--- src/rtl/fifo_wptr_full.sv ---
// Write-domain pointer and full-flag logic for the SDRAM async FIFO.
// Produces Gray wptr for the read side plus full/level/ack/overflow.
module fifo_wptr_full #(
    parameter int FIFO_addr_size = 2,
    parameter int AF_MARGIN      = 1
) (
    input  logic                      clk,
    input  logic                      rst,
    input  logic                      wr_en,
    input  logic [FIFO_addr_size:0]   rptr_sync,
    output logic [FIFO_addr_size-1:0] waddr,
    output logic [FIFO_addr_size:0]   wptr,
    output logic                      full,
    output logic                      almost_full,
    output logic [FIFO_addr_size:0]   wr_level,
    output logic                      wr_ack,
    output logic                      overflow
);

    localparam int AW    = FIFO_addr_size;
    localparam int PW    = AW + 1;
    localparam int DEPTH = 1 << AW;

    localparam logic [PW-1:0] AF_TH   = PW'(DEPTH - AF_MARGIN);
    localparam logic [PW-1:0] TOP_INV = {2'b11, {(PW-2){1'b0}}};

    logic [PW-1:0] wbin;
    logic [PW-1:0] wbin_next;
    logic [PW-1:0] wgray_next;
    logic [PW-1:0] rbin_sync;
    logic [PW-1:0] level_next;
    logic          accept;
    logic          full_next;

    always_comb begin
        accept     = wr_en & ~full;
        wbin_next  = wbin + {{AW{1'b0}}, accept};
        wgray_next = (wbin_next >> 1) ^ wbin_next;
    end

    // Gray-to-binary: each bit is the XOR of itself and all bits above it.
    always_comb begin
        rbin_sync = '0;
        for (int i = 0; i < PW; i++) begin
            rbin_sync[i] = ^(rptr_sync >> i);
        end
    end

    always_comb begin
        level_next = wbin_next - rbin_sync;
        full_next  = (wgray_next == (rptr_sync ^ TOP_INV));
    end

    always_ff @(posedge clk or negedge rst) begin
        if (!rst) begin
            wbin        <= '0;
            wptr        <= '0;
            full        <= 1'b0;
            almost_full <= 1'b0;
            wr_level    <= '0;
            wr_ack      <= 1'b0;
            overflow    <= 1'b0;
        end else begin
            wbin        <= wbin_next;
            wptr        <= wgray_next;
            full        <= full_next;
            almost_full <= (level_next >= AF_TH);
            wr_level    <= level_next;
            wr_ack      <= accept;
            overflow    <= wr_en & full;
        end
    end

    assign waddr = wbin[AW-1:0];

endmodule

--- config.mk ---
export PLATFORM = sky130hd
export DESIGN_NAME = fifo_wptr_full
export DESIGN_NICKNAME = d
export VERILOG_FILES = /design/src/rtl/fifo_wptr_full.sv
export SDC_FILE = /design/constraint.sdc
export NUM_CORES = 1
export LEC_CHECK = 0
export CAP_MARGIN = 20
export CORE_MARGIN = 2
export CORE_UTILIZATION = 25
export CTS_CLUSTER_SIZE = 40
export DETAILED_ROUTE_END_ITERATION = 8
export SETUP_SLACK_MARGIN = 0.5
export SLEW_MARGIN = 20
export SYNTH_ARGS = -nofsm -noshare
export SYNTH_HDL_FRONTEND = slang
export SYNTH_SLANG_ARGS = --single-unit
--- constraint.sdc ---
create_clock -name clk -period 2.4 [get_ports clk]
set_input_delay 0.48 -clock clk [delete_from_list [all_inputs] [get_ports clk]]
set_output_delay 0.48 -clock clk [all_outputs]
set_load 0.03 [all_outputs]
Word-level counts from Yosys, hierarchy flattened
Index checks and enable logic that the tools add are counted.
{ "classes": {"addsub": 2, "reduce_logical": 3, "magnitude_cmp": 1, "eq_ne": 1, "bitwise_logic": 5} }
{ "op_table": {"columns": ["cell", "n"], "rows": [
  ["XOR reduction 3 bit", 3],
  ["adder 3 x 1 -> 3 bit", 1],
  ["== test 3 bit", 1],
  [">= comparator 3 x 2 -> 1 bit, second input constant", 1],
  ["subtractor 3 bit", 1],
  ["bitwise XOR 2 x 3 -> 3 bit", 1],
  ["bitwise AND 1 bit", 2],
  ["inverter 2 bit", 1],
  ["inverter 1 bit", 1]
]} }
{ "totals": {"inputBits": 6, "ff_bits": 13, "output_inout_bits": 12} }

Depth between registers and ports, before layout
{ "depth": {"word_depth": 5, "mapped_depth": 8} }

Worst setup path after synthesis
Ideal clock, no wire load.
{ "synth_path": {"path_kind": "in2reg", "from": "input port wr_en", "to": "register almost_full", "setup_slack_ps": 237, "n_path_buf": 0, "required_ps": 2282, "t_arrival_ps": 2045, "path_stages": 8, "cell_sequence": "nor2b_1 > ha_1 > ha_1 > inv_1 > fa_1 > xnor2_1 > xnor2_1 > a21o_1"} }
{ "synth_between": {"elab_chain_cells": 4} }
{ "synth_rtl": {"columns": ["item", "line_no", "source"], "rows": [
  ["start, declared", "9", "input logic wr_en,"],
  ["bitwise AND 1 bit", "36", "accept = wr_en & ~full;"],
  ["adder 3 x 1 -> 3 bit", "37", "wbin_next = wbin + {{AW{1'b0}}, accept};"],
  ["via wbin_next[1]", "28", "logic [PW-1:0] wbin_next;"],
  ["subtractor 3 bit", "50", "level_next = wbin_next - rbin_sync;"],
  ["via level_next[2]", "31", "logic [PW-1:0] level_next;"],
  [">= comparator 3 x 2 -> 1 bit", "67", "almost_full <= (level_next >= AF_TH);"],
  ["end signal, assigned", "67", null],
  ["end, declared", "14", "output logic almost_full,"]
]} }
The timed path passes the listed nets, and every way through them passes these cells.

Final worst setup path
{ "layout_path": {"from": "register full", "to": "register almost_full"} }
{ "layout_between": {"elab_chain_cells": 5} }
{ "layout_rtl": {"columns": ["item", "line_no", "source"], "rows": [
  ["start, declared", "13", "output logic full,"],
  ["start signal, assigned", "66", "full <= full_next;"],
  ["inverter 1 bit", "36", null],
  ["bitwise AND 1 bit", "36", null],
  ["via accept", "32", "logic accept;"],
  ["adder 3 x 1 -> 3 bit", "37", null],
  ["via wbin_next[0]", "28", null],
  ["subtractor 3 bit", "50", null],
  ["via level_next[2]", "31", null],
  [">= comparator 3 x 2 -> 1 bit", "67", null]
]} }
The timed path passes the listed nets, and every way through them passes these cells.

==> flow_metrics.tcl <==
set metrics [dict create \
    io_buffer_count 17 \
    clk_latency_ns 0.26 \
    power_frac_seq_pct 26.5 \
    antenna_found_initial 0 \
    multiInputGateArea_um2 279.0 \
    synth_seq_area_share_pct 57.28 \
    fillerInstances 201 \
    clock_sinks 12 \
    synth_edf_count 0 \
    yosysTopAreaCell "dfrtp_1" \
    syn_area_um2 524.3 \
    ys.flop_type "dfrtp_1" \
    syn_nets 50 \
    sw_frac_of_total_pct 40.87 \
    setup_slack_ns 0.5732 \
    power_frac_clock_pct 9.5 \
    ys_types 15 \
    initial_core_util_pct 26.72 \
    vias_per_cell 3.802 \
    htree_num_levels 1 \
    p_int_uw 764.4 \
    crit_path_start_kind "flop" \
    crit_type "flop to flop" \
    dp_slack_ns -0.1315 \
    p_per_area_nw_per_um2 1482 \
    drt_pass1_iterations 3 \
    overflow 0 \
    fin_crit_sh_pct 76.12 \
    grt_util_met2_pct 12.89 \
    ys_warn_count 0 \
    outcome "complete, no violations" \
    vias 365 \
    arrival_ns 1.98 \
    clockRootBuffer "clkbuf_4" \
    synthCells 40 \
    synthTopCellsByArea "dfrtp_1, ha_1, xnor2_1, fa_1, mux2i_1" \
    syn_area_per_cell_um2 13.11 \
    die_w_um 49.80 \
    critical_path.max_fanout 3 \
    grt_pass1_wl_mm 1.649 \
    end_kind "flop" \
    hold_ws_ns 0.4482 \
    synth.most_common_cell "dfrtp_1" \
    die_h_um 49.80 \
    netSwitchingPower_uw 528.4 \
    p_leak_uw 0.0004005 \
    setup_tns_ns 0 \
    maxCapViolCount 0 \
    diodes 0 \
    die-area_um2 2480 \
    wl_per_cell_um 9.271 \
    timing.fmax_mhz 547.4 \
    clk_path_buf_depth 2 \
    fin_util_pct 44.45 \
    clk_pin_slew_ns 0.07 \
    synth_common_cells "dfrtp_1, inv_1, xnor2_1" \
    combPwrFrac_pct 63.9 \
    hpwl_um 723 \
    ant_nets 0 \
    drtIter0Drc 1 \
    worstMarginPinSlew_ns 0.5218 \
    finalHoldViolCount 0 \
    relSlewSlack_pct 65.10 \
    report.final.slew_viol_count 0 \
    drc 0 \
    ys_ff_latch 12 \
    final_layout_size_suffix_gt1_share_pct 37.68 \
    seqCellArea_um2 301.5 \
    cp.required_ns 2.55 \
    grt_pass1_vias 380 \
    io_pins 18 \
    worstHoldPathType "input pin to flop" \
    routabilityCongestion 0.6771 \
    power.total_uw 1293 \
    routed_wl_um 890 \
    design.core.area_um2 1962 \
    synthArstFlopShare_pct 100.0 \
    min_period_ns 1.827 \
    syn2layout_area_growth_pct 66.35 \
    core.rowCount 16 \
    fin_nets 80 \
    grt_max_degree 13 \
    grt-busiest-layer "met2" \
    grt_usage_pct 9.260 \
    grtUsageMet3_pct 3.939 \
    rsz0062_at_grt "no" \
    fin_skew_ns 0.008716 \
    cts_tree "done" \
    ir_drop_v 0.0006207 \
    use_met1_pct 10.64 \
    cts_buffers 3 \
    synth_top_area_share_pct 57.28 \
    setup_viol 0 \
    cts_hold_buf 0 \
]
-- logic make-up after synthesis --
| kind of cell | synth area share, % |
|---|---|
| compound gates | 3.103 |
| xor+xnor | 13.13 |
| fa+ha+maj | 10.98 |
| buf+inv | 2.863 |
| flops | 57.28 |
| mux | 3.819 |
| simple gates | 8.832 |
-- stage by stage --
stage,instance area (µm²),cells
global placement,837.1,91
detailed placement,837.1,91
global route,872.1,96
floorplan,580.6,40
finish,872.1,96
CTS,864.6,95
-- layout by cell type, fill, tap and decap left out --
cell	count
a21o_1	1
and2_1	2
buf_2	3
buf_4	8
clkbuf_1	1
clkbuf_4	3
clkdlybuf4s50_1	13
dfrtp_1	11
dfrtp_2	1
dlygate4sd2_1	1
fa_2	1
ha_4	3
inv_1	2
inv_2	1
inv_4	1
mux2i_1	2
nand2_1	2
nand2b_4	2
nor2_1	2
nor2b_4	1
o2bb2ai_1	1
xnor2_1	3
xnor2_2	1
xor2_1	2
xor2_2	1
-- power by group through the flow --
stage	Clock (µW)	Combinational, µW	Sequential, µW
2_1_floorplan	0	349	524
3_3_place_gp	0	809	347
3_5_place_dp	0	825	349
4_1_cts	131	836	345
5_1_grt	141	900	355
6_report	123	827	343
-- registers in the layout, summed over array words and instances, names as in the netlist --
| register | flops |
|---|---|
| wbin | 3 |
| almost_full | 1 |
| overflow | 1 |
| wr_ack | 1 |
| wr_level | 3 |
| wptr | 2 |
| full | 1 |
-- path summary, 6_finish.rpt --
kind | start | endpoint | slack, ns | cells past startpoint
worst max-delay path | full | almost_full | 0.57 | 8
worst min-delay path | wr_en | overflow | 0.45 | 2
worst max register to register | full | almost_full | 0.57 | 8
worst min register to register | full | overflow | 0.56 | 1
max in group asynchronous | rst | full | 1.47 | 1
min in group asynchronous | rst | wr_ack | 0.55 | 1
-- worst max-delay path: stages, from the launching register on --
cell	delay (ns)
dfrtp_2	0.43
nor2b_4	0.14
ha_4	0.15
inv_4	0.03
ha_4	0.15
fa_2	0.36
xnor2_2	0.14
xnor2_1	0.13
a21o_1	0.17
-- routing by layer --
metal,vias up,wire [µm]
met2,17,435
met5,-,0
li1,184,-
met4,0,0
met3,0,78
met1,164,376
-- cell type report --
type	instances	area share (%)
repair buffers	25	24.53
inverters	4	2.009
well taps	27	3.874
clock buffers	4	3.013
multi-input cells	24	31.99
flip-flops and latches	12	34.58
-- repair_timing --
action | CTS | global route
cloned | 0 | 0
setup buffers | 0 | 1
resized for setup | 16 | 0
pin swaps | 4 | 0
setup endpoints to repair | 4 | 1
Note: power is estimated with default switching activity, not from simulation.
